**config.mk**
```make
export PLATFORM = sky130hd
export DESIGN_NAME = buffer_arbiter_flat
export DESIGN_NICKNAME = d
export VERILOG_FILES = /design/src/rtl/usb_buf_pkg.sv /design/src/rtl/buffer_arbiter_if.sv /design/src/rtl/occ_tracker.sv /design/src/rtl/buffer_arbiter.sv /design/src/flat_wrapper.sv
export SDC_FILE = /design/constraint.sdc
export NUM_CORES = 1
export LEC_CHECK = 0
export CAP_MARGIN = 10
export CORE_ASPECT_RATIO = 1.2
export CORE_MARGIN = 3
export CORE_UTILIZATION = 40
export CTS_BUF_LIST = sky130_fd_sc_hd__clkbuf_4
export CTS_CLUSTER_DIAMETER = 50
export DETAILED_ROUTE_END_ITERATION = 7
export PLACE_DENSITY = 0.76
export SYNTH_ARGS = -nofsm -noshare
export SYNTH_HDL_FRONTEND = slang
export SYNTH_SLANG_ARGS = --single-unit
```
**constraint.sdc**
```tcl
create_clock -name clk -period 6.48 [get_ports clk]
set_input_delay 1.944 -clock clk [delete_from_list [all_inputs] [get_ports clk]]
set_output_delay 1.944 -clock clk [all_outputs]
set_load 0.02 [all_outputs]
```
**src/rtl/usb_buf_pkg.sv**
```systemverilog
// Shared definitions for the USB packet-buffer arbiter: buffer size and the
// ownership state encoding that is also reported to the host as buf_mode.
package usb_buf_pkg;

  localparam int DEPTH_DEFAULT = 64;
  localparam int OCC_W_DEFAULT = $clog2(DEPTH_DEFAULT + 1);

  typedef enum logic [2:0] {
    IDLE     = 3'd0,
    RX_FILL  = 3'd1,
    RX_READY = 3'd2,
    TX_FILL  = 3'd3,
    TX_SEND  = 3'd4
  } buf_state_t;

endpackage

```
**src/rtl/buffer_arbiter_if.sv**
```systemverilog
// Bundle of every signal between the arbiter and its neighbours: host register
// block, USB RX/TX engines and the 64-byte buffer.
interface buffer_arbiter_if #(
  parameter int OCC_W = 7
);
  logic [OCC_W-1:0] buff_occ;
  logic             host_clear;
  logic             h_store;
  logic [7:0]       h_data;
  logic             h_get;
  logic             h_tx_go;
  logic             rx_store;
  logic [7:0]       rx_byte;
  logic             rx_packet_done;
  logic             rx_error;
  logic             tx_get;
  logic             tx_packet_done;
  logic             clear;
  logic             flush;
  logic             store_tx_data;
  logic [7:0]       tx_data;
  logic             store_rx_data;
  logic [7:0]       RX_packet_data;
  logic             get_tx_data;
  logic             get_rx_data;
  logic             tx_start;
  logic             rx_data_ready;
  logic             h_stall;
  logic             rx_overflow;
  logic [2:0]       buf_mode;

  // The arbiter itself.
  modport master (
    input  buff_occ, host_clear, h_store, h_data, h_get, h_tx_go,
           rx_store, rx_byte, rx_packet_done, rx_error, tx_get, tx_packet_done,
    output clear, flush, store_tx_data, tx_data, store_rx_data, RX_packet_data,
           get_tx_data, get_rx_data, tx_start, rx_data_ready, h_stall,
           rx_overflow, buf_mode
  );

  // Everything around it: requesters and the buffer.
  modport slave (
    output buff_occ, host_clear, h_store, h_data, h_get, h_tx_go,
           rx_store, rx_byte, rx_packet_done, rx_error, tx_get, tx_packet_done,
    input  clear, flush, store_tx_data, tx_data, store_rx_data, RX_packet_data,
           get_tx_data, get_rx_data, tx_start, rx_data_ready, h_stall,
           rx_overflow, buf_mode
  );

endinterface

```
**src/rtl/occ_tracker.sv**
```systemverilog
// Effective buffer occupancy: the buffer's own count corrected for the store/get
// strobe issued last cycle, which the buffer has not yet accounted for.
module occ_tracker #(
  parameter int DEPTH = 64,
  parameter int OCC_W = 7
) (
  input  logic [OCC_W-1:0] buff_occ_i,
  input  logic             pend_store_i,
  input  logic             pend_get_i,
  output logic [OCC_W:0]   eff_occ_o,
  output logic             full_o,
  output logic             empty_o
);

  // One extra bit so buff_occ + 1 never wraps.
  assign eff_occ_o = {1'b0, buff_occ_i}
                   + {{OCC_W{1'b0}}, pend_store_i}
                   - {{OCC_W{1'b0}}, pend_get_i};

  assign full_o  = (eff_occ_o == (OCC_W + 1)'(DEPTH));
  assign empty_o = (eff_occ_o == '0);

endmodule

```
**src/rtl/buffer_arbiter.sv**
```systemverilog
// Ownership FSM for the shared packet buffer: sequences RX and TX fill/drain
// cycles and drives registered buffer strobes plus a same-cycle host stall.
module buffer_arbiter
  import usb_buf_pkg::*;
#(
  parameter int DEPTH = DEPTH_DEFAULT,
  parameter int OCC_W = OCC_W_DEFAULT
) (
  input  logic              clk,
  input  logic              n_rst,
  buffer_arbiter_if.master  bus
);

  buf_state_t     state_q;
  logic           clear_q, flush_q, tx_start_q, ovf_q;
  logic           store_tx_q, store_rx_q, get_tx_q, get_rx_q;
  logic [7:0]     tx_data_q, rx_data_q;

  logic [OCC_W:0] eff_occ;
  logic           full, empty;

  occ_tracker #(.DEPTH(DEPTH), .OCC_W(OCC_W)) u_occ (
    .buff_occ_i   (bus.buff_occ),
    .pend_store_i (store_tx_q | store_rx_q),
    .pend_get_i   (get_tx_q | get_rx_q),
    .eff_occ_o    (eff_occ),
    .full_o       (full),
    .empty_o      (empty)
  );

  logic host_req, rx_acc, tx_get_acc;
  assign host_req   = bus.h_store | bus.h_get | bus.h_tx_go;
  assign rx_acc     = bus.rx_store & ~full;
  assign tx_get_acc = bus.tx_get & ~empty;

  always_comb begin
    // NOTE: default first so every path assigns h_stall and no latch is inferred.
    bus.h_stall = 1'b0;
    if (!bus.host_clear) begin
      case (state_q)
        IDLE:             bus.h_stall = bus.h_store & bus.rx_store;
        RX_FILL, TX_SEND: bus.h_stall = host_req;
        RX_READY:         bus.h_stall = bus.h_store | (bus.h_get & empty);
        TX_FILL:          bus.h_stall = bus.h_store & full;
        default:          bus.h_stall = 1'b0;
      endcase
    end
  end

  // NOTE: non-blocking assignments throughout; the strobe defaults at the top
  // are overridden by later assignments in the same cycle, giving 1-cycle pulses.
  always_ff @(posedge clk) begin
    if (!n_rst) begin
      state_q    <= IDLE;
      clear_q    <= 1'b0;
      flush_q    <= 1'b0;
      tx_start_q <= 1'b0;
      ovf_q      <= 1'b0;
      store_tx_q <= 1'b0;
      store_rx_q <= 1'b0;
      get_tx_q   <= 1'b0;
      get_rx_q   <= 1'b0;
      tx_data_q  <= '0;
      rx_data_q  <= '0;
    end else begin
      clear_q    <= 1'b0;
      flush_q    <= 1'b0;
      tx_start_q <= 1'b0;
      store_tx_q <= 1'b0;
      store_rx_q <= 1'b0;
      get_tx_q   <= 1'b0;
      get_rx_q   <= 1'b0;
      tx_data_q  <= '0;
      rx_data_q  <= '0;

      if (bus.host_clear) begin
        clear_q <= 1'b1;
        ovf_q   <= 1'b0;
        state_q <= IDLE;
      end else begin
        case (state_q)
          IDLE: begin
            if (bus.rx_store) begin
              store_rx_q <= 1'b1;
              rx_data_q  <= bus.rx_byte;
              state_q    <= RX_FILL;
            end else if (bus.h_store) begin
              store_tx_q <= 1'b1;
              tx_data_q  <= bus.h_data;
              state_q    <= TX_FILL;
            end
          end
          RX_FILL: begin
            if (rx_acc) begin
              store_rx_q <= 1'b1;
              rx_data_q  <= bus.rx_byte;
            end else if (bus.rx_store) begin
              ovf_q <= 1'b1;
            end
            // A byte accepted this cycle counts toward the finished packet.
            if (bus.rx_packet_done) begin
              state_q <= (!empty || rx_acc) ? RX_READY : IDLE;
            end else if (bus.rx_error) begin
              flush_q <= 1'b1;
              state_q <= IDLE;
            end
          end
          RX_READY: begin
            if (bus.h_get && !empty) get_rx_q <= 1'b1;
            if (empty) state_q <= IDLE;
          end
          TX_FILL: begin
            if (bus.h_store && !full) begin
              store_tx_q <= 1'b1;
              tx_data_q  <= bus.h_data;
            end
            if (bus.rx_store) ovf_q <= 1'b1;
            if (bus.h_tx_go) begin
              tx_start_q <= 1'b1;
              state_q    <= TX_SEND;
            end
          end
          TX_SEND: begin
            if (tx_get_acc) get_tx_q <= 1'b1;
            if (bus.tx_packet_done) begin
              flush_q <= (eff_occ > (OCC_W + 1)'(tx_get_acc));
              state_q <= IDLE;
            end
          end
          default: state_q <= IDLE;
        endcase
      end
    end
  end

  assign bus.clear          = clear_q;
  assign bus.flush          = flush_q;
  assign bus.store_tx_data  = store_tx_q;
  assign bus.tx_data        = tx_data_q;
  assign bus.store_rx_data  = store_rx_q;
  assign bus.RX_packet_data = rx_data_q;
  assign bus.get_tx_data    = get_tx_q;
  assign bus.get_rx_data    = get_rx_q;
  assign bus.tx_start       = tx_start_q;
  assign bus.rx_data_ready  = (state_q == RX_READY);
  assign bus.rx_overflow    = ovf_q;
  assign bus.buf_mode       = state_q;

endmodule

```
**src/flat_wrapper.sv**
```systemverilog
// flat-port wrapper written by rule: the top's interface ports become plain ports
module buffer_arbiter_flat import usb_buf_pkg::*;
#(
  parameter int DEPTH = DEPTH_DEFAULT,
  parameter int OCC_W = OCC_W_DEFAULT
)
  (clk, n_rst, bus_buff_occ, bus_host_clear, bus_h_store, bus_h_data, bus_h_get, bus_h_tx_go, bus_rx_store, bus_rx_byte, bus_rx_packet_done, bus_rx_error, bus_tx_get, bus_tx_packet_done, bus_clear, bus_flush, bus_store_tx_data, bus_tx_data, bus_store_rx_data, bus_RX_packet_data, bus_get_tx_data, bus_get_rx_data, bus_tx_start, bus_rx_data_ready, bus_h_stall, bus_rx_overflow, bus_buf_mode);
  buffer_arbiter_if #(.OCC_W(OCC_W)) bus_i ();
  input  logic clk;
  input  logic n_rst;
  input wire logic [$bits(bus_i.buff_occ)-1:0] bus_buff_occ;
  input wire logic [$bits(bus_i.host_clear)-1:0] bus_host_clear;
  input wire logic [$bits(bus_i.h_store)-1:0] bus_h_store;
  input wire logic [$bits(bus_i.h_data)-1:0] bus_h_data;
  input wire logic [$bits(bus_i.h_get)-1:0] bus_h_get;
  input wire logic [$bits(bus_i.h_tx_go)-1:0] bus_h_tx_go;
  input wire logic [$bits(bus_i.rx_store)-1:0] bus_rx_store;
  input wire logic [$bits(bus_i.rx_byte)-1:0] bus_rx_byte;
  input wire logic [$bits(bus_i.rx_packet_done)-1:0] bus_rx_packet_done;
  input wire logic [$bits(bus_i.rx_error)-1:0] bus_rx_error;
  input wire logic [$bits(bus_i.tx_get)-1:0] bus_tx_get;
  input wire logic [$bits(bus_i.tx_packet_done)-1:0] bus_tx_packet_done;
  output wire logic [$bits(bus_i.clear)-1:0] bus_clear;
  output wire logic [$bits(bus_i.flush)-1:0] bus_flush;
  output wire logic [$bits(bus_i.store_tx_data)-1:0] bus_store_tx_data;
  output wire logic [$bits(bus_i.tx_data)-1:0] bus_tx_data;
  output wire logic [$bits(bus_i.store_rx_data)-1:0] bus_store_rx_data;
  output wire logic [$bits(bus_i.RX_packet_data)-1:0] bus_RX_packet_data;
  output wire logic [$bits(bus_i.get_tx_data)-1:0] bus_get_tx_data;
  output wire logic [$bits(bus_i.get_rx_data)-1:0] bus_get_rx_data;
  output wire logic [$bits(bus_i.tx_start)-1:0] bus_tx_start;
  output wire logic [$bits(bus_i.rx_data_ready)-1:0] bus_rx_data_ready;
  output wire logic [$bits(bus_i.h_stall)-1:0] bus_h_stall;
  output wire logic [$bits(bus_i.rx_overflow)-1:0] bus_rx_overflow;
  output wire logic [$bits(bus_i.buf_mode)-1:0] bus_buf_mode;
  assign bus_i.buff_occ = bus_buff_occ;
  assign bus_i.host_clear = bus_host_clear;
  assign bus_i.h_store = bus_h_store;
  assign bus_i.h_data = bus_h_data;
  assign bus_i.h_get = bus_h_get;
  assign bus_i.h_tx_go = bus_h_tx_go;
  assign bus_i.rx_store = bus_rx_store;
  assign bus_i.rx_byte = bus_rx_byte;
  assign bus_i.rx_packet_done = bus_rx_packet_done;
  assign bus_i.rx_error = bus_rx_error;
  assign bus_i.tx_get = bus_tx_get;
  assign bus_i.tx_packet_done = bus_tx_packet_done;
  assign bus_clear = bus_i.clear;
  assign bus_flush = bus_i.flush;
  assign bus_store_tx_data = bus_i.store_tx_data;
  assign bus_tx_data = bus_i.tx_data;
  assign bus_store_rx_data = bus_i.store_rx_data;
  assign bus_RX_packet_data = bus_i.RX_packet_data;
  assign bus_get_tx_data = bus_i.get_tx_data;
  assign bus_get_rx_data = bus_i.get_rx_data;
  assign bus_tx_start = bus_i.tx_start;
  assign bus_rx_data_ready = bus_i.rx_data_ready;
  assign bus_h_stall = bus_i.h_stall;
  assign bus_rx_overflow = bus_i.rx_overflow;
  assign bus_buf_mode = bus_i.buf_mode;
  buffer_arbiter #(.DEPTH(DEPTH), .OCC_W(OCC_W)) u_core (.clk(clk), .n_rst(n_rst), .bus(bus_i));
endmodule
```
======== Yosys cells after proc, flatten, opt, wreduce, memory -nomap -nowiden ========
Cells that the tools add are included.
operators by class
  add/subtract/negate cells ............... 2
  $lt $le $gt $ge ......................... 1
  equality and inequality tests ........... 11
  mux-type cells .......................... 36
  bitwise operators ....................... 16
  reduce and logical (&&, ||, !) cells .... 15
operator list
  kind                                                             number
  8-bit two-way mux                                                5
  8-bit one-hot mux with 2 select lines                            2
  3-bit two-way mux                                                7
  1-bit two-way mux                                                15
  3-bit one-hot mux with 5 select lines                            1
  3-bit OR reduction                                               3
  7-bit by 1-bit adder with 8-bit output                           1
  8-bit by 7-bit == test with 1-bit output, second input constant  1
  8-bit by 1-bit greater-than comparator with 1-bit output         1
  8-bit zero test                                                  1
  1-bit one-hot mux with 2 select lines                            4
  8-bit by 1-bit subtractor with 8-bit output                      1
  3-bit by 2-bit == test with 1-bit output, second input constant  2
  2-bit != test, second input constant                             3
  3-bit != test, second input constant                             2
  1-bit inverter                                                   6
  1-bit bitwise AND                                                5
  1-bit bitwise OR                                                 5
  5-bit AND reduction                                              1
  1-bit one-hot mux with 4 select lines                            1
  2-bit OR reduction                                               2
  3-bit by 1-bit == test with 1-bit output, second input constant  1
  3-bit == test, second input constant                             1
  3-bit zero test                                                  1
  other kinds (7)                                                  9
storage, ports and cells
  flip-flop bits (word level) ............. 27
  input bits .............................. 34
  output and inout port bits .............. 29
  logic and storage cells ................. 92

======== Depth between registers and ports, before layout ========
Gate-level depths: netlist (run 1).
  word-level depth ........................ 10
  gate-level depth with buffers ........... 14
  gate-level depth less buffers ........... 14

======== By module ========
A second synthesis (run 1) with hierarchy kept.
unflattened totals
  cell total of the unflattened synthesis .. 163
  area, all modules ....................... 1473.9 µm²
by module, submodules not included
  module          times used  cells an instance  area an instance (µm²)  sequential area each (µm²)
  buffer_arbiter  1           107                1049.8                  540.5
  occ_tracker     1           56                 424.2                   0.0

======== Least setup slack after synthesis (run 1) ========
OpenSTA, ideal clock, no wires.
  path type ............................... input to output
  from .................................... in bus_buff_occ[0]
  to ...................................... out bus_h_stall
  arrival ................................. 4274 ps
  data required time ...................... 4536 ps
  path slack .............................. 262 ps
  stages on the path ...................... 8
  path buffers ............................ 0
  path through ............................ ha_1 fa_1 a21oi_1 a211oi_1 a2111o_1 nor4_4 nor2_2 a2111oi_2
between the ends
  longest elaborated chain between the ends .. 7
  elaborated cells on any way between the ends .. 9
  classes of those cells .................. 2 x add/sub; 1 x eq/ne; 2 x mux; 3 x bitwise; 1 x reduce/logical
ends and longest elaborated chain
  item                                           RTL line              source
  start: declaration                             flat_wrapper.sv:11    input wire logic [$bits(bus_i.buff_occ)-1:0] bus_buff_occ;
  7-bit by 1-bit adder with 8-bit output *       occ_tracker.sv:17     + {{OCC_W{1'b0}}, pend_store_i}
  8-bit by 1-bit subtractor with 8-bit output *  occ_tracker.sv:18     - {{OCC_W{1'b0}}, pend_get_i};
  8-bit zero test                                occ_tracker.sv:21     assign empty_o = (eff_occ_o == '0);
  1-bit bitwise AND                              buffer_arbiter.sv:43  RX_READY: bus.h_stall = bus.h_store | (bus.h_get & empty);
  1-bit bitwise OR                               buffer_arbiter.sv:43
  1-bit one-hot mux with 4 select lines *        buffer_arbiter.sv:40  case (state_q)
  1-bit two-way mux *                            buffer_arbiter.sv:39  if (!bus.host_clear) begin
  end: declaration                               flat_wrapper.sv:33    output wire logic [$bits(bus_i.h_stall)-1:0] bus_h_stall;
Mark *: on every way between the ends. The rest lies on a longest branch, timed or not.

======== Worst setup path in the final report (run 1) ========
Same ends and word-level chain as after synthesis.

==> impl_metrics.env, run 1 <==
export IMPL_ys_ff_latch=27
export IMPL_vdd_ir_drop_max_uv=110.8
export IMPL_grt_overflow_total=0
export IMPL_worst_path_buf_inv=3
export IMPL_synth_ff_type="dfxtp_1"
export IMPL_vias=1582
export IMPL_layout_nets=306
export IMPL_fmax_mhz=155.6
export IMPL_dp_cells=305
export IMPL_finalSetupViolCount=0
export IMPL_synth_xor_area_share_pct=0.5742
export IMPL_wl_per_cell_um=13.60
export IMPL_synth_area_top_cells="dfxtp_1, ha_1, and4_1"
export IMPL_fillers=286
export IMPL_hold_path_class="reg2reg"
export IMPL_post_route_drc_count=0
export IMPL_async_reset_ff_share_pct=0
export IMPL_syn_cell_area_um2=1525
export IMPL_power_frac_comb_pct=34.3
export IMPL_worst_slew_pin_slew_ns=0.9735
export IMPL_ant_nets=0
export IMPL_clk_pin_slew_ns=0.15
export IMPL_whs_ns=0.5513
export IMPL_multi_input_area_um2=987.2
export IMPL_antenna_cells=0
export IMPL_crit_chain="clkdlybuf4s50_1 -> ha_2 -> fa_2 -> buf_4 -> a211oi_2 -> or3_1 -> nand3_1 -> nor2_1 -> a311oi_2 -> a2111oi_2 -> buf_4"
export IMPL_antenna_found_initial=0
export IMPL_hpwl_mm=3.263
export IMPL_cp_required_ns=4.54
export IMPL_avgSynthCellArea_um2=8.716
export IMPL_insertion_delay_ns=0.32
export IMPL_cp_slowest_cell="clkdlybuf4s50_1"
export IMPL_dpl_worst_slack_ns=-0.4802
export IMPL_coreArea_um2=3511
export IMPL_cts_tree="done"
export IMPL_cts_made_buffers=3
export IMPL_skew_ns=0.002671
export IMPL_cts_htree_levels=1
export IMPL_max_stage_delay_ns=0.41
export IMPL_cp_top_family="buffers and inverters"
export IMPL_synth_top_family_by_area="simple AND/OR/NAND/NOR gates"
export IMPL_synth_mux_area_share_pct=0
export IMPL_maxCapViolations=0
export IMPL_switchingPower_uw=116.5
export IMPL_regArea_um2=540.5
export IMPL_worstPathArrival_ns=4.48
export IMPL_swShare_pct=30.59
export IMPL_crit_top_cell="buf_4"
export IMPL_drt_iter0_markers=49
export IMPL_synth_edf_count=0
export IMPL_min_period_ns=6.429
export IMPL_io_buffers=62
export IMPL_drive_gt1_share_pct=19.16
export IMPL_seqPwrFrac_pct=45.9
export IMPL_area_growth_pct=62.43
export IMPL_fin_cells=311
export IMPL_synth_nets=219
export IMPL_synth_compound_area_share_pct=20.75
export IMPL_first_global_vias=1508
export IMPL_synth_warnings=0
export IMPL_synthAdderAreaFrac_pct=8.696
export IMPL_ctsHoldBuffers=0
export IMPL_p_int_uw=264.4
export IMPL_fp_dieW_um=62.37
export IMPL_die_h_um=73.65
export IMPL_power_leakage_nw=1.012
export IMPL_gr_usage_all_layers_pct=18.34
export IMPL_hold_viol=0
export IMPL_start_kind="input port"
export IMPL_root_buffer="clkbuf_4"
export IMPL_wl_mm=4.229
export IMPL_grt_max_degree=17
export IMPL_critPathMaxFanout=4
export IMPL_yosys_area_top_type_share_pct=35.44
export IMPL_initial_core_util_pct=43.44
export IMPL_synthSimpleGateAreaFrac_pct=30.02
export IMPL_status="finished, final reports clean"
export IMPL_pwr_share_clk_pct=19.8
export IMPL_place_gp_congestion=0.8878
export IMPL_drv_slew=0
export IMPL_clock_sinks=27
export IMPL_synth_cell_types=50
export IMPL_power_density_nw_per_um2=153.7
export IMPL_ios=63
export IMPL_dieArea_um2=4593
export IMPL_syn_instance_count=175
export IMPL_yosysSeqAreaShare_pct=35.44
export IMPL_via_per_inst=5.087
export IMPL_cts_max_path_buffers=2
export IMPL_grt_pass1_wl_mm=6.886
export IMPL_post_route_period_util_pct=99.21
export IMPL_path_class="in2out"
export IMPL_drt_pass1_iter_count=4
export IMPL_slew_headroom_pct=34.60
export IMPL_setup_ws_ns=0.05130
export IMPL_cp_end_kind="output port"
export IMPL_std_cell_rows=23
export IMPL_synth_area_leader_cell="dfxtp_1"
## synthesized netlist by cell type (2+ instances only)
cell,count
clkbuf_1,4
or4_1,2
a21o_1,2
nor2_1,12
ha_1,9
and3_1,4
a211oi_1,4
a21oi_1,9
o21ai_0,7
nand2b_1,2
inv_1,13
and2_1,11
nand3_1,4
o22a_1,2
nor2b_1,2
nor3_1,8
dfxtp_1,27
nand2_1,10
o31ai_1,2
nor4_1,2
a31oi_1,2
o22ai_1,2
and4_1,8
## through the flow
step / setup TNS (ns) / utilization (%) / cell area, um^2 / total power, mW
4_1_cts: 0 / 69.03 / 2424 / 0.3760
3_3_place_gp: -0.4811 / 67.25 / 2361 / 0.2971
6_report: 0 / 70.56 / 2477 / 0.3809
5_1_grt: -0.01497 / 70.56 / 2477 / 0.4055
2_1_floorplan: 0 / - / 1525 / 0.2374
3_5_place_dp: -0.4802 / 67.25 / 2361 / 0.2985
## worst reg2reg max path: stages (launching register included)
cell	delay [ns]
dfxtp_1	0.34
or2_2	0.29
ha_1	0.28
inv_1	0.04
ha_2	0.18
fa_2	0.41
a21oi_4	0.15
a211oi_1	0.09
a2111o_1	0.44
nor4_4	0.27
buf_4	0.16
buf_4	0.12
nand2_1	0.08
and2_1	0.16
ha_1	0.26
o2111a_1	0.22
a21oi_1	0.10
## power by group through the flow
stage / combinational (mW) / sequential, mW / clock (mW)
after floorplan: 0.0550 / 0.182 / 0
after global placement: 0.119 / 0.178 / 0
after detailed placement: 0.120 / 0.178 / 0
after CTS: 0.124 / 0.175 / 0.0776
after global routing: 0.143 / 0.176 / 0.0872
final: 0.131 / 0.175 / 0.0755
## state kept, by name, summed over array words and instances (netlist names)
register / count
u_core.bus.store_rx_data: 1
u_core.bus.flush: 1
u_core.bus.RX_packet_data: 8
u_core.bus.get_rx_data: 1
u_core.bus.tx_data: 8
u_core.bus.get_tx_data: 1
u_core.bus.rx_overflow: 1
u_core.bus.buf_mode: 3
u_core.bus.store_tx_data: 1
u_core.bus.clear: 1
u_core.bus.tx_start: 1
## cell type report
cell class / instances / share of cell area (%)
clock buffer: 3 / 0.9091
clock inverter: 1 / 0.3030
inverter: 13 / 1.970
multi-input combinational: 130 / 39.85
sequential: 27 / 21.82
tap: 50 / 2.525
timing repair buffer: 87 / 32.63
## metal layers
metal / track usage [%] / share of wire, %
met3: 3.211 / 4.1
met2: 32.78 / 51
met5: 0 / 0
met4: 6.127 / 1.6
met1: 22.50 / 44
## path summary, 6_finish.rpt
kind / slack (ns) / to / cells past startpoint / from
worst min-delay path: 0.55 / u_core.bus.rx_overflow / 2 / u_core.bus.rx_overflow
worst max-delay path: 0.05 / bus_h_stall / 11 / bus_buff_occ[0]
worst min register to register: 0.55 / u_core.bus.rx_overflow / 2 / u_core.bus.rx_overflow
worst max register to register: 2.84 / u_core.bus.flush / 16 / u_core.bus.get_rx_data
## layout by cell type, fill, tap and decap left out, drive strengths merged, types with 2 or more instances in the layout
master	n
clkdlybuf4s50	60
dfxtp	27
buf	26
inv	13
nor2	13
and2	11
nand2	10
a21oi	9
ha	9
nor3	8
and4	8
o21ai	8
nand3	4
and3	4
a211oi	4
nor4	4
clkbuf	3
a21o	2
a31oi	2
nor2b	2
or4	2
o22a	2
nand2b	2
o22ai	2
o31ai	2
a211o	2
or2	2
## cells by family (layout without fill, tap and decap cells)
kind of cell | after synthesis | count (layout)
simple gates | 75 | 75
fa+ha+maj | 10 | 10
buf+inv | 18 | 104
xor+xnor | 1 | 1
compound gates | 44 | 44
flops | 27 | 27
## repair_timing
| action | 4_1_cts | 5_1_grt |
|---|---|---|
| endpoints found under the setup margin | 1 | 1 |
| pin swaps | 4 | 6 |
| gates cloned | 0 | 0 |
| setup buffers | 1 | 1 |
| resized for setup | 10 | 10 |
Note: power is estimated with default switching activity, not from simulation.
==> inputs of run 2 (changes only) <==
--- a/config.mk
+++ b/config.mk
@@ -8,11 +8,12 @@
 export CAP_MARGIN = 10
 export CORE_ASPECT_RATIO = 1.2
 export CORE_MARGIN = 3
-export CORE_UTILIZATION = 40
+export CORE_UTILIZATION = 65
 export CTS_BUF_LIST = sky130_fd_sc_hd__clkbuf_4
 export CTS_CLUSTER_DIAMETER = 50
 export DETAILED_ROUTE_END_ITERATION = 7
-export PLACE_DENSITY = 0.76
+export DONT_BUFFER_PORTS = 1
+export PLACE_DENSITY = 0.81
 export SYNTH_ARGS = -nofsm -noshare
 export SYNTH_HDL_FRONTEND = slang
 export SYNTH_SLANG_ARGS = --single-unit
==> constraint.sdc (replaced) <==
create_clock -name clk -period 6.1 [get_ports clk]
set_input_delay 1.83 -clock clk [delete_from_list [all_inputs] [get_ports clk]]
set_output_delay 1.83 -clock clk [all_outputs]
set_load 0.02 [all_outputs]
==> impl_metrics.env, run 2 (synthesis results as in run 1) <==
export IMPL_dieArea_um2=2966
export IMPL_gr_usage_all_layers_pct=21.86
export IMPL_wl_mm=3.204
export IMPL_worst_slew_pin_slew_ns=0.9827
export IMPL_drt_iter0_markers=54
export IMPL_top_layer="met4"
export IMPL_cp_end_kind="output port"
export IMPL_status="finished, final reports clean"
export IMPL_place_gp_congestion=0.8605
export IMPL_layout_commonest_cell="dfxtp_1"
export IMPL_path_class="in2out"
export IMPL_root_buffer="clkbuf_4"
export IMPL_finalPower_uw=335.5
export IMPL_post_cts_setup_buffer_count=0
export IMPL_first_global_vias=1195
export IMPL_drive_gt1_share_pct=8.475
export IMPL_fin_tns_setup_ns=0
export IMPL_io_buffers=0
export IMPL_die_h_um=59.07
export IMPL_hpwl_mm=2.579
export IMPL_hp_start="u_core.bus.rx_overflow"
export IMPL_via_per_inst=6.372
export IMPL_wl_met2_mm=1.463
export IMPL_hold_path_class="reg2reg"
export IMPL_fmax_mhz=168.2
export IMPL_maxCapViolations=0
export IMPL_cts_resized=0
export IMPL_antenna_found_initial=0
export IMPL_power_leakage_nw=0.6662
export IMPL_fin_area_um2=1593
export IMPL_grt_max_degree=17
export IMPL_cts_htree_levels=1
export IMPL_post_route_drc_count=0
export IMPL_skew_ns=0.02264
export IMPL_initial_core_util_pct=71.29
export IMPL_vdd_ir_drop_max_uv=139.2
export IMPL_cts_made_buffers=3
export IMPL_grt_pass1_wl_mm=5.119
export IMPL_min_period_ns=5.946
export IMPL_final_cell_mix="dfxtp_1, inv_1, nor2_1"
export IMPL_coreArea_um2=2140
export IMPL_wl_met3_um=313
export IMPL_wl_per_cell_um=15.48
export IMPL_critPathMaxFanout=4
export IMPL_finalSetupViolCount=0
export IMPL_multi_input_area_um2=915.9
export IMPL_drv_slew=0
export IMPL_post_route_period_util_pct=97.47
export IMPL_ios=63
export IMPL_ctsHoldBuffers=0
export IMPL_hold_viol=0
export IMPL_ff2ff_path_depth=15
export IMPL_rr_endpoint="u_core.bus.flush"
export IMPL_antenna_cells=0
export IMPL_clk_pin_slew_ns=0.15
export IMPL_whs_ns=0.6535
export IMPL_area_growth_pct=4.430
export IMPL_grt_overflow_total=0
export IMPL_fp_dieW_um=50.22
export IMPL_power_density_nw_per_um2=210.6
export IMPL_start_kind="input port"
export IMPL_slew_headroom_pct=33.98
export IMPL_min_to="u_core.bus.rx_overflow"
export IMPL_rsz0062_at_grt="false"
export IMPL_clock_sinks=27
export IMPL_cp_required_ns=4.27
export IMPL_drt_pass1_iter_count=4
export IMPL_fillers=165
export IMPL_setup_ws_ns=0.1544
export IMPL_placed_cell_area_um2=1565
export IMPL_hold_depth=2
export IMPL_rrSetupSlack_ns=2.29
export IMPL_layout_nets=222
export IMPL_cts_tree="done"
export IMPL_std_cell_rows=18
export IMPL_vias=1319
export IMPL_dpl_worst_slack_ns=0.1678
export IMPL_insertion_delay_ns=0.32
export IMPL_regArea_um2=540.5
export IMPL_ant_nets=0
export IMPL_r2r_start="u_core.bus.get_rx_data"
export IMPL_worstPathArrival_ns=4.12
export IMPL_met1_length_mm=1.378
export IMPL_cts_max_path_buffers=2
[run 2: per-layer routing]
metal	track usage [%]	up-vias
li1	-	652
met2	35.82	73
met1	27.73	588
met4	6.719	0
met3	6.297	6
met5	0	-
[run 2: worst max-delay path by stage]
stage | from | end | slack (ns) | cells after the start
floorplan | bus_buff_occ[0] | bus_h_stall | 0.11 | 8
global placement | bus_buff_occ[0] | bus_h_stall | 0.21 | 9
detailed placement | bus_buff_occ[0] | bus_h_stall | 0.17 | 9
CTS | bus_buff_occ[0] | bus_h_stall | 0.18 | 9
global route | bus_buff_occ[0] | bus_h_stall | 0.07 | 9
finish | bus_buff_occ[0] | bus_h_stall | 0.15 | 9
[run 2: layout make-up]
type | instances | share of cell area [%]
clock buffer | 3 | 1.414
inverter | 13 | 3.064
timing repair buffer | 3 | 1.414
sequential | 27 | 33.94
multi-input combinational | 130 | 57.50
clock inverter | 1 | 0.3142
tap | 30 | 2.357
[run 2: where the power goes]
group	total [mW]	leakage (nW)	internal, mW	switching, mW
sequential	0.192	0.219	0.181	0.0109
combinational	0.0705	0.429	0.0291	0.0414
clock	0.0729	0.0177	0.0245	0.0484
total	0.335	0.666	0.235	0.101
[run 2: worst max-delay path, cell delays in order]
cell and delay (ns):
ha_1 0.21, fa_1 0.42, a21oi_1 0.28, a211oi_1 0.12
a2111o_1 0.42, nor4_4 0.21, nor2_2 0.07, a2111oi_2 0.35
buf_4 0.20
[run 2: through the flow]
stage,util (%),instances
3_3_place_gp,73.16,203
4_1_cts,74.44,207
6_report,74.44,207
5_1_grt,74.44,207
2_1_floorplan,-,175
3_5_place_dp,73.16,203
==> inputs of run 3 (changes only) <==
--- a/config.mk
+++ b/config.mk
@@ -8,12 +8,11 @@
 export CAP_MARGIN = 10
 export CORE_ASPECT_RATIO = 1.2
 export CORE_MARGIN = 3
-export CORE_UTILIZATION = 65
+export CORE_UTILIZATION = 39
 export CTS_BUF_LIST = sky130_fd_sc_hd__clkbuf_4
 export CTS_CLUSTER_DIAMETER = 50
 export DETAILED_ROUTE_END_ITERATION = 7
 export DONT_BUFFER_PORTS = 1
-export PLACE_DENSITY = 0.81
 export SYNTH_ARGS = -nofsm -noshare
 export SYNTH_HDL_FRONTEND = slang
 export SYNTH_SLANG_ARGS = --single-unit
==> impl_metrics.env, run 3 (synthesis results as in run 1) <==
export IMPL_critPathMaxFanout=4
export IMPL_wl_mm=3.526
export IMPL_hold_path_class="reg2reg"
export IMPL_via_per_inst=5.761
export IMPL_coreArea_um2=3694
export IMPL_hold_viol=0
export IMPL_initial_core_util_pct=41.29
export IMPL_maxCapViolations=0
export IMPL_io_buffers=0
export IMPL_drive_gt1_share_pct=9.551
export IMPL_grt_pass1_wl_mm=5.685
export IMPL_worst_path_buf_inv=1
export IMPL_drt_iter0_markers=62
export IMPL_final_cell_mix="dfxtp_1, inv_1, nor2_1"
export IMPL_min_period_ns=5.878
export IMPL_finalSetupViolCount=0
export IMPL_cp_required_ns=4.27
export IMPL_hpwl_mm=2.770
export IMPL_clk_pin_slew_ns=0.16
export IMPL_clock_sinks=27
export IMPL_ios=63
export IMPL_grt_max_degree=17
export IMPL_whs_ns=0.6618
export IMPL_layout_commonest_cell="dfxtp_1"
export IMPL_cp_top_family="compound AO/OA/AOI/OAI gates"
export IMPL_post_route_period_util_pct=96.36
export IMPL_root_buffer="clkbuf_4"
export IMPL_cts_max_path_buffers=2
export IMPL_post_route_drc_count=0
export IMPL_cts_tree="done"
export IMPL_start_kind="input port"
export IMPL_dp_cells=226
export IMPL_power_density_nw_per_um2=211.2
export IMPL_drt_pass1_iter_count=4
export IMPL_area_growth_pct=7.137
export IMPL_insertion_delay_ns=0.33
export IMPL_ctsHoldBuffers=0
export IMPL_dpl_worst_slack_ns=0.1494
export IMPL_worstPathArrival_ns=4.05
export IMPL_place_gp_congestion=0.7989
export IMPL_first_global_vias=1218
export IMPL_status="finished, final reports clean"
export IMPL_dieArea_um2=4700
export IMPL_std_cell_rows=24
export IMPL_cts_made_buffers=3
export IMPL_drv_slew=0
export IMPL_fin_util_pct=44.24
export IMPL_grt_overflow_total=0
export IMPL_power_leakage_nw=0.6677
export IMPL_cts_htree_levels=1
export IMPL_cp_slowest_cell="fa_1"
export IMPL_layout_nets=223
export IMPL_antenna_cells=0
export IMPL_slew_headroom_pct=34.82
export IMPL_fin_tns_setup_ns=0
export IMPL_crit_chain="ha_1 -> fa_1 -> a21oi_2 -> a211oi_1 -> a2111o_1 -> nor4_4 -> nor2_2 -> a2111oi_2 -> buf_4"
export IMPL_wl_per_cell_um=15.33
export IMPL_gr_usage_all_layers_pct=15.03
export IMPL_fp_dieW_um=63.09
export IMPL_fin_area_um2=1634
export IMPL_worst_slew_pin_slew_ns=0.9703
export IMPL_path_class="in2out"
export IMPL_die_h_um=74.51
export IMPL_setup_ws_ns=0.2219
export IMPL_cp_end_kind="output port"
export IMPL_ant_nets=0
export IMPL_rsz0062_at_grt="false"
export IMPL_vdd_ir_drop_max_uv=72.05
export IMPL_skew_ns=0.01977
export IMPL_fin_cells=230
export IMPL_fmax_mhz=170.1
export IMPL_placed_cell_area_um2=1600
export IMPL_antenna_found_initial=0
export IMPL_max_stage_delay_ns=0.44
export IMPL_vias=1325
export IMPL_finalPower_uw=345.1
==> run 3: what timing repair did <==
| action | in CTS | in global routing |
|---|---|---|
| setup buffers | 0 | 0 |
| gates resized for setup | 0 | 1 |
| setup endpoints to repair | 0 | 1 |
==> run 3: final cells by class <==
class                   count  area (um^2)
well taps                  52        65.06
fillers                   378         2059
repair buffers              4        30.03
inverters                  13        48.80
clock inverters             1        7.507
multi-input cells         130        919.6
flip-flops and latches     27        540.5
clock buffers               3        22.52
==> run 3: worst paths after layout <==
check / startpoint / to / slack [ns] / depth (start not counted)
min: u_core.bus.rx_overflow / u_core.bus.rx_overflow / 0.66 / 2
max reg2reg: u_core.bus.get_rx_data / u_core.bus.flush / 2.37 / 15
max: bus_buff_occ[0] / bus_h_stall / 0.22 / 9
min reg2reg: u_core.bus.rx_overflow / u_core.bus.rx_overflow / 0.66 / 2
==> run 3: worst register-to-register path: cells and delay by family (launching register included) <==
family / cells / cell delay [ns]
and+or+nand+nor: 4 / 0.76
adders and majority gates: 4 / 1.18
buffers and inverters: 2 / 0.23
DFF: 1 / 0.41
AOI/OAI and AO/OA: 5 / 1.06
==> run 3: metal layers <==
layer	up-vias	share of wire, %	GRT usage [%]
li1	651	-	-
met3	6	9.6	5.438
met2	58	47	25.21
met1	610	42	18.11
met5	-	0	0
met4	0	1.2	4.657
==> run 3: power by group <==
| part | internal (mW) | switching, mW | total (mW) |
|---|---|---|---|
| combinational | 0.0308 | 0.0420 | 0.0728 |
| clock | 0.0251 | 0.0548 | 0.0799 |
| sequential | 0.181 | 0.0112 | 0.192 |
| total | 0.237 | 0.108 | 0.345 |
